--- src/rtl/dec.sv ---
// Decode stage for an RV32I pipeline.
//
// Splits a raw instruction word into a decoded operation plus three packed
// operands. A 32-bit scoreboard of pending destination registers stalls
// instructions whose sources are still being produced.
//
// Handshake semantics (both sides): a transfer happens on a rising clk_i edge
// when valid and ready are both high. Once valid is raised, the offered data
// stays stable until the transfer. Ready may depend combinationally on the
// other side's valid/ready.
//
// Build option: define ECAP5_DPROC_ILLEGAL_INSTR_EN to consume unknown
// encodings and pulse illegal_o instead of forwarding them as a NOP.

package ecap5_dproc_pkg;

  typedef enum logic [5:0] {
    INSTR_NONE,
    INSTR_LUI,   INSTR_AUIPC, INSTR_JAL,   INSTR_JALR,
    INSTR_BEQ,   INSTR_BNE,   INSTR_BLT,   INSTR_BGE,   INSTR_BLTU,  INSTR_BGEU,
    INSTR_LB,    INSTR_LH,    INSTR_LW,    INSTR_LBU,   INSTR_LHU,
    INSTR_SB,    INSTR_SH,    INSTR_SW,
    INSTR_ADDI,  INSTR_SLTI,  INSTR_SLTIU, INSTR_XORI,  INSTR_ORI,   INSTR_ANDI,
    INSTR_SLLI,  INSTR_SRLI,  INSTR_SRAI,
    INSTR_ADD,   INSTR_SUB,   INSTR_SLL,   INSTR_SLT,   INSTR_SLTU,  INSTR_XOR,
    INSTR_SRL,   INSTR_SRA,   INSTR_OR,    INSTR_AND,
    INSTR_FENCE, INSTR_ECALL, INSTR_EBREAK
  } instr_t;

endpackage

module dec (
  input  logic                    clk_i,
  input  logic                    rst_i,

  input  logic                    input_valid_i,
  output logic                    input_ready_o,
  input  logic [31:0]             pc_i,
  input  logic [31:0]             instr_i,

  output logic [4:0]              rs1_addr_o,
  output logic [4:0]              rs2_addr_o,
  input  logic [31:0]             rs1_data_i,
  input  logic [31:0]             rs2_data_i,

  output logic                    output_valid_o,
  input  logic                    output_ready_i,
  output logic [31:0]             pc_o,
  output ecap5_dproc_pkg::instr_t instr_o,
  output logic [31:0]             param1_o,
  output logic [31:0]             param2_o,
  output logic [31:0]             param3_o,

  input  logic                    wb_write_i,
  input  logic [4:0]              wb_addr_i,

  input  logic                    flush_i,
  output logic                    illegal_o
);

  import ecap5_dproc_pkg::*;

  localparam logic [6:0] OP_LUI    = 7'b0110111;
  localparam logic [6:0] OP_AUIPC  = 7'b0010111;
  localparam logic [6:0] OP_JAL    = 7'b1101111;
  localparam logic [6:0] OP_JALR   = 7'b1100111;
  localparam logic [6:0] OP_BRANCH = 7'b1100011;
  localparam logic [6:0] OP_LOAD   = 7'b0000011;
  localparam logic [6:0] OP_STORE  = 7'b0100011;
  localparam logic [6:0] OP_IMM    = 7'b0010011;
  localparam logic [6:0] OP_REG    = 7'b0110011;
  localparam logic [6:0] OP_FENCE  = 7'b0001111;
  localparam logic [6:0] OP_SYSTEM = 7'b1110011;

  // Instruction fields
  logic [6:0] opcode;
  logic [4:0] rd;
  logic [2:0] funct3;
  logic [6:0] funct7;

  assign opcode = instr_i[6:0];
  assign rd     = instr_i[11:7];
  assign funct3 = instr_i[14:12];
  assign funct7 = instr_i[31:25];

  assign rs1_addr_o = instr_i[19:15];
  assign rs2_addr_o = instr_i[24:20];

  // Sign-extended immediates
  logic [31:0] i_imm;
  logic [31:0] s_imm;
  logic [31:0] b_imm;
  logic [31:0] u_imm;
  logic [31:0] j_imm;

  assign i_imm = {{20{instr_i[31]}}, instr_i[31:20]};
  assign s_imm = {{20{instr_i[31]}}, instr_i[31:25], instr_i[11:7]};
  assign b_imm = {{19{instr_i[31]}}, instr_i[31], instr_i[7], instr_i[30:25],
                  instr_i[11:8], 1'b0};
  assign u_imm = {instr_i[31:12], 12'b0};
  assign j_imm = {{11{instr_i[31]}}, instr_i[31], instr_i[19:12], instr_i[20],
                  instr_i[30:21], 1'b0};

  // Decoder results
  logic        d_known;
  instr_t      d_instr;
  logic [31:0] d_p1;
  logic [31:0] d_p2;
  logic [31:0] d_p3;
  logic        d_writes;
  logic        d_use_rs1;
  logic        d_use_rs2;
  logic        dec_legal;

  // Output register and scoreboard state
  logic        valid_q;
  logic [31:0] pc_q;
  instr_t      instr_q;
  logic [31:0] p1_q;
  logic [31:0] p2_q;
  logic [31:0] p3_q;
  logic        writes_q;
  logic [4:0]  rd_q;
  logic [31:0] sb_q;

  logic        hazard;
  logic        accept;
  logic        out_fire;

  // Decode the current instruction word into operation and packed operands
  always_comb begin
    d_known   = 1'b0;
    d_instr   = INSTR_NONE;
    d_p1      = 32'h0;
    d_p2      = 32'h0;
    d_p3      = 32'h0;
    d_writes  = 1'b0;
    d_use_rs1 = 1'b0;
    d_use_rs2 = 1'b0;
    case (opcode)
      OP_LUI: begin
        d_known  = 1'b1;
        d_instr  = INSTR_LUI;
        d_p2     = u_imm;
        d_p3     = {27'b0, rd};
        d_writes = 1'b1;
      end
      OP_AUIPC: begin
        d_known  = 1'b1;
        d_instr  = INSTR_AUIPC;
        d_p1     = pc_i;
        d_p2     = u_imm;
        d_p3     = {27'b0, rd};
        d_writes = 1'b1;
      end
      OP_JAL: begin
        d_known  = 1'b1;
        d_instr  = INSTR_JAL;
        d_p1     = pc_i;
        d_p2     = j_imm;
        d_p3     = {27'b0, rd};
        d_writes = 1'b1;
      end
      OP_JALR: begin
        d_known   = (funct3 == 3'b000);
        d_instr   = INSTR_JALR;
        d_p1      = rs1_data_i;
        d_p2      = i_imm;
        d_p3      = {27'b0, rd};
        d_writes  = 1'b1;
        d_use_rs1 = 1'b1;
      end
      OP_BRANCH: begin
        d_known   = 1'b1;
        d_p1      = rs1_data_i;
        d_p2      = rs2_data_i;
        d_p3      = b_imm;
        d_use_rs1 = 1'b1;
        d_use_rs2 = 1'b1;
        case (funct3)
          3'b000:  d_instr = INSTR_BEQ;
          3'b001:  d_instr = INSTR_BNE;
          3'b100:  d_instr = INSTR_BLT;
          3'b101:  d_instr = INSTR_BGE;
          3'b110:  d_instr = INSTR_BLTU;
          3'b111:  d_instr = INSTR_BGEU;
          default: d_known = 1'b0;
        endcase
      end
      OP_LOAD: begin
        d_known   = 1'b1;
        d_p1      = rs1_data_i;
        d_p2      = i_imm;
        d_p3      = {27'b0, rd};
        d_writes  = 1'b1;
        d_use_rs1 = 1'b1;
        case (funct3)
          3'b000:  d_instr = INSTR_LB;
          3'b001:  d_instr = INSTR_LH;
          3'b010:  d_instr = INSTR_LW;
          3'b100:  d_instr = INSTR_LBU;
          3'b101:  d_instr = INSTR_LHU;
          default: d_known = 1'b0;
        endcase
      end
      OP_STORE: begin
        d_known   = 1'b1;
        d_p1      = rs1_data_i;
        d_p2      = s_imm;
        d_p3      = rs2_data_i;
        d_use_rs1 = 1'b1;
        d_use_rs2 = 1'b1;
        case (funct3)
          3'b000:  d_instr = INSTR_SB;
          3'b001:  d_instr = INSTR_SH;
          3'b010:  d_instr = INSTR_SW;
          default: d_known = 1'b0;
        endcase
      end
      OP_IMM: begin
        d_known   = 1'b1;
        d_p1      = rs1_data_i;
        d_p2      = i_imm;
        d_p3      = {27'b0, rd};
        d_writes  = 1'b1;
        d_use_rs1 = 1'b1;
        case (funct3)
          3'b000: d_instr = INSTR_ADDI;
          3'b010: d_instr = INSTR_SLTI;
          3'b011: d_instr = INSTR_SLTIU;
          3'b100: d_instr = INSTR_XORI;
          3'b110: d_instr = INSTR_ORI;
          3'b111: d_instr = INSTR_ANDI;
          3'b001: begin
            d_instr = INSTR_SLLI;
            d_known = (funct7 == 7'b0000000);
          end
          default: begin
            if (funct7 == 7'b0100000) begin
              d_instr = INSTR_SRAI;
            end else begin
              d_instr = INSTR_SRLI;
              d_known = (funct7 == 7'b0000000);
            end
          end
        endcase
      end
      OP_REG: begin
        d_known   = 1'b1;
        d_p1      = rs1_data_i;
        d_p2      = rs2_data_i;
        d_p3      = {27'b0, rd};
        d_writes  = 1'b1;
        d_use_rs1 = 1'b1;
        d_use_rs2 = 1'b1;
        case ({funct7, funct3})
          10'b0000000_000: d_instr = INSTR_ADD;
          10'b0100000_000: d_instr = INSTR_SUB;
          10'b0000000_001: d_instr = INSTR_SLL;
          10'b0000000_010: d_instr = INSTR_SLT;
          10'b0000000_011: d_instr = INSTR_SLTU;
          10'b0000000_100: d_instr = INSTR_XOR;
          10'b0000000_101: d_instr = INSTR_SRL;
          10'b0100000_101: d_instr = INSTR_SRA;
          10'b0000000_110: d_instr = INSTR_OR;
          10'b0000000_111: d_instr = INSTR_AND;
          default:         d_known = 1'b0;
        endcase
      end
      OP_FENCE: begin
        d_known = (funct3 == 3'b000);
        d_instr = INSTR_FENCE;
      end
      OP_SYSTEM: begin
        if (instr_i[31:7] == 25'h0) begin
          d_known = 1'b1;
          d_instr = INSTR_ECALL;
        end else if (instr_i[31:7] == 25'h0002000) begin
          d_known = 1'b1;
          d_instr = INSTR_EBREAK;
        end
      end
      default: d_known = 1'b0;
    endcase
`ifndef ECAP5_DPROC_ILLEGAL_INSTR_EN
    // Unknown encodings become ADDI x0,x0,0: no sources, no destination
    if (!d_known) begin
      d_instr   = INSTR_ADDI;
      d_p1      = 32'h0;
      d_p2      = 32'h0;
      d_p3      = 32'h0;
      d_writes  = 1'b0;
      d_use_rs1 = 1'b0;
      d_use_rs2 = 1'b0;
    end
`endif
  end

`ifdef ECAP5_DPROC_ILLEGAL_INSTR_EN
  assign dec_legal = d_known;
`else
  assign dec_legal = 1'b1;
`endif

  // Source is blocked while pending in the scoreboard or held in the output register
  always_comb begin
    hazard = 1'b0;
    if (d_use_rs1 && rs1_addr_o != 5'd0) begin
      if (sb_q[rs1_addr_o] || (valid_q && writes_q && rd_q == rs1_addr_o)) begin
        hazard = 1'b1;
      end
    end
    if (d_use_rs2 && rs2_addr_o != 5'd0) begin
      if (sb_q[rs2_addr_o] || (valid_q && writes_q && rd_q == rs2_addr_o)) begin
        hazard = 1'b1;
      end
    end
  end

  assign input_ready_o = !hazard && !flush_i && (!valid_q || output_ready_i);
  assign accept        = input_valid_i && input_ready_o;
  assign out_fire      = valid_q && output_ready_i;

  // Output register: load on accept, drain on transfer, drop on flush or reset
  always_ff @(posedge clk_i) begin
    if (rst_i) begin
      valid_q  <= 1'b0;
      pc_q     <= 32'h0;
      instr_q  <= INSTR_NONE;
      p1_q     <= 32'h0;
      p2_q     <= 32'h0;
      p3_q     <= 32'h0;
      writes_q <= 1'b0;
      rd_q     <= 5'd0;
    end else if (flush_i) begin
      valid_q <= 1'b0;
    end else if (accept) begin
      valid_q <= dec_legal;
      if (dec_legal) begin
        pc_q     <= pc_i;
        instr_q  <= d_instr;
        p1_q     <= d_p1;
        p2_q     <= d_p2;
        p3_q     <= d_p3;
        writes_q <= d_writes && (rd != 5'd0);
        rd_q     <= rd;
      end
    end else if (output_ready_i) begin
      valid_q <= 1'b0;
    end
  end

  // Scoreboard: set on a writing instruction leaving, clear on writeback; set wins
  always_ff @(posedge clk_i) begin
    if (rst_i) begin
      sb_q <= 32'h0;
    end else begin
      logic [31:0] sb_next;
      sb_next = sb_q;
      if (wb_write_i) begin
        sb_next[wb_addr_i] = 1'b0;
      end
      if (out_fire && writes_q) begin
        sb_next[rd_q] = 1'b1;
      end
      sb_next[0] = 1'b0;
      sb_q <= sb_next;
    end
  end

`ifdef ECAP5_DPROC_ILLEGAL_INSTR_EN
  logic illegal_q;

  // One-cycle pulse when an unknown encoding is consumed
  always_ff @(posedge clk_i) begin
    if (rst_i) begin
      illegal_q <= 1'b0;
    end else begin
      illegal_q <= accept && !d_known;
    end
  end

  assign illegal_o = illegal_q;
`else
  assign illegal_o = 1'b0;
`endif

  assign output_valid_o = valid_q;
  assign pc_o           = pc_q;
  assign instr_o        = instr_q;
  assign param1_o       = p1_q;
  assign param2_o       = p2_q;
  assign param3_o       = p3_q;

endmodule

--- config.mk ---
export PLATFORM = sky130hd
export DESIGN_NAME = dec
export DESIGN_NICKNAME = d
export VERILOG_FILES = /design/src/rtl/dec.sv
export SDC_FILE = /design/constraint.sdc
export NUM_CORES = 1
export LEC_CHECK = 0
export CAP_MARGIN = 20
export CORE_MARGIN = 2
export CORE_UTILIZATION = 41
export DETAILED_ROUTE_END_ITERATION = 8
export MAX_ROUTING_LAYER = met4
export PLACE_DENSITY_LB_ADDON = 0.3
export SYNTH_ARGS = -nofsm -noshare
export SYNTH_HDL_FRONTEND = slang
export SYNTH_SLANG_ARGS = --single-unit
--- constraint.sdc ---
create_clock -name clk_i -period 4.9 [get_ports clk_i]
set_clock_uncertainty 0.15 [all_clocks]
set_input_delay 1.47 -clock clk_i [delete_from_list [all_inputs] [get_ports clk_i]]
set_output_delay 1.47 -clock clk_i [all_outputs]
set_load 0.01 [all_outputs]
==> impl_metrics.toml <==
[critical_path]
cp_max_fo = 5
start_kind = "primary input"
crit_start = "instr_i[15]"
worst_ep_required_time_ns = 3.28
critPathArrivalTime_ns = 3.28
rr_startpoint = "rd_q[3]"
cp-end-kind = "output port"
critical_path_class = "primary input to output port"

[final_layout]
layout_commonest_cell = "clkdlybuf4s50_1"
fillers = 2203
finalNetCount = 1682
areaGrowthSynthToFinish_pct = 43.6
drive_gt1_frac = 0.132
final_cell_mix = "clkdlybuf4s50_1 (256), nand2_1 (243), dfxtp_1 (172), mux2i_1 (143), buf_4 (110)"
diodes = 0
fin_util = 0.600

[clock_network]
htreeDepth = 4
clk_path_buf_depth = 2
clk_latency_ns = 0.43
cts_buffers = 17
cts_sinks = 172
clkSlewWorstSetupHoldPaths_ns = 0.07
tritoncts = "built"
cts-root-buf = "clkbuf_16"

[global_route]
grt_pass1_vias = 9977
grt_overflow = 0
grt.total_usage = 0.269
grt_pass1_wl_microns = 54700
grt_start_max_net_pins = 94
grt_antenna_before_repair = 0

[floorplan]
coreArea_sq_mm = 0.0244
fp.dieH_microns = 162
io_pins = 286
die-area_sq_mm = 0.0262
fp.dieW_microns = 162
row_count = 57
start_util = 0.418

[sta]
report.final.slew_viol_count = 0
whs_ns = 0.307
tightest_slew_ns = 0.900
slew_headroom = 0.399
hold_violations = 0
setup_viol = 0
fmax_mhz = 204
min_period_over_period = 0.999
layout_min_cycle_time_ns = 4.90
finalSetupTns_ns = 0
rsz0062_at_grt = "true"
fin_ws_ns = 0.00375

[job]
drv_cap = 0

[power_and_ir_drop]
leakage_nw = 6.01
ir_drop_mv = 0.254
powerDensity_mw_per_mm2 = 230

[routing]
drc = 0
drt-initial-drc-count = 853
wire_per_inst_microns = 18.7
drt-pass1-iter-count = 5
via_per_inst = 5.51
drt.antenna.violating_nets = 0
via_count = 10363
wirelength_microns = 35200

[placement]
pre_cts_ws_ns = -0.973
gp_congestion = 0.919
dpl.hpwl_microns = 25400
portBuffers = 284

[hold_path]
hold_path_startpoint = "pc_o[12]"
hold_class = "flip-flop to flip-flop"

[synthesis]
netlist_instances = 1243
synth_cell_type_count = 69
synthFlopType = "dfxtp_1"
netlist.area_leader.share = 0.338
ys_seq_area_frac = 0.338
avgSynthCellArea_sq_um = 8.20
synth_nets = 1382
synthTopCellsByArea = "dfxtp_1 (34%), mux2i_1 (14%), nand2_1 (9.0%), o211ai_1 (4.9%), o21ai_0 (3.9%)"
yosysTopAreaCell = "dfxtp_1"
ys.warnings.count = 0
ys_ff_latch = 172
synth_edf_count = 0
async_flop_share = 0
syn_area_sq_mm = 0.0102

[status]
status = "completed"
==> final timing paths <==
kind,end,slack (ns),depth (start not counted)
min reg2reg,pc_o[12],0.31,2
min,pc_o[12],0.31,2
max,input_ready_o,0.004,8
max reg2reg,param2_o[13],1.88,10
==> state kept, by name, summed over array words and instances (netlist names) <==
register / flops
pc_o: 32
param1_o: 32
instr_o: 6
writes_q: 1
param2_o: 32
rd_q: 5
sb_q: 31
param3_o: 32
output_valid_o: 1
==> repair_timing <==
action                     4_1_cts  5_1_grt
gates resized for setup         54       15
setup endpoints to repair        1        1
hold buffers                     0        0
pin swaps                       14       10
setup buffers                    5        2
cloned                           1        0
==> layout make-up <==
cell class              count  area, sq um  area share
repair buffers            408         3910       0.267
clock buffers              18          439      0.0300
multi-input cells         900         6110       0.417
flip-flops and latches    172         3440       0.235
inverters                  44          173      0.0118
well taps                 324          405      0.0277
clock inverters            14          168      0.0114
==> worst max-delay path: stages <==
cell and delay, ns:
buf_12 0.09, mux4_2 0.48, mux4_2 0.49, a211oi_2 0.23, a41oi_2 0.06, a21oi_2 0.16, o21a_1 0.15, buf_2 0.13
==> logic make-up (layout without fill, tap and decap cells) <==
logic type | after synthesis | after routing | synth area share
compound gates | 327 | 327 | 0.221
xor+xnor | 12 | 12 | 0.0103
fa+ha+maj | 1 | 1 | 0.000982
buf+inv | 171 | 484 | 0.0778
flops | 172 | 172 | 0.338
mux | 162 | 162 | 0.174
other cells | 1 | 1 | 0.000368
simple gates | 397 | 397 | 0.179
==> where the power goes <==
part / total (mW) / switching [mW] / internal [mW]
sequential: 1.43 / 0.0141 / 1.42
combinational: 0.528 / 0.259 / 0.269
clock: 1.41 / 0.661 / 0.745
total: 3.36 / 0.934 / 2.43
==> metrics by stage <==
stage,instances,area (sq um),total power [mW]
final,1880,14600,3.36
after global routing,1880,14600,3.48
after CTS,1879,14600,3.40
after detailed placement,1841,13900,1.98
after global placement,1841,13900,1.98
after floorplan,1243,10200,1.70
==> metal layers <==
metal | GRT usage | up-vias | wire, microns
met5 | - | - | 0
met4 | 0.0800 | 0 | 871
met3 | 0.0329 | 52 | 1900
met2 | 0.448 | 395 | 16800
met1 | 0.345 | 4898 | 15600
li1 | - | 5018 | -
==> synthesized netlist by cell type (4+ instances only) <==
cell type and n:
xor2_1 7, a22oi_1 5, buf_4 12, nand3b_1 8
nand2b_1 9, a221o_1 21, a21oi_1 47, buf_2 7
and2_1 38, nand3_1 12, xnor2_1 5, a22o_1 16
mux2i_1 144, a21o_1 23, buf_6 10, nor2b_1 10
nand4_1 5, mux4_2 10, nor2_1 33, nand2_1 244
nor4_1 6, clkbuf_1 93, o21ai_0 80, inv_1 44
mux2_1 4, dfxtp_1 172, or3_1 5, a211oi_1 37
o211ai_1 67, nor3_1 9
(Power assumes the default switching activity.)
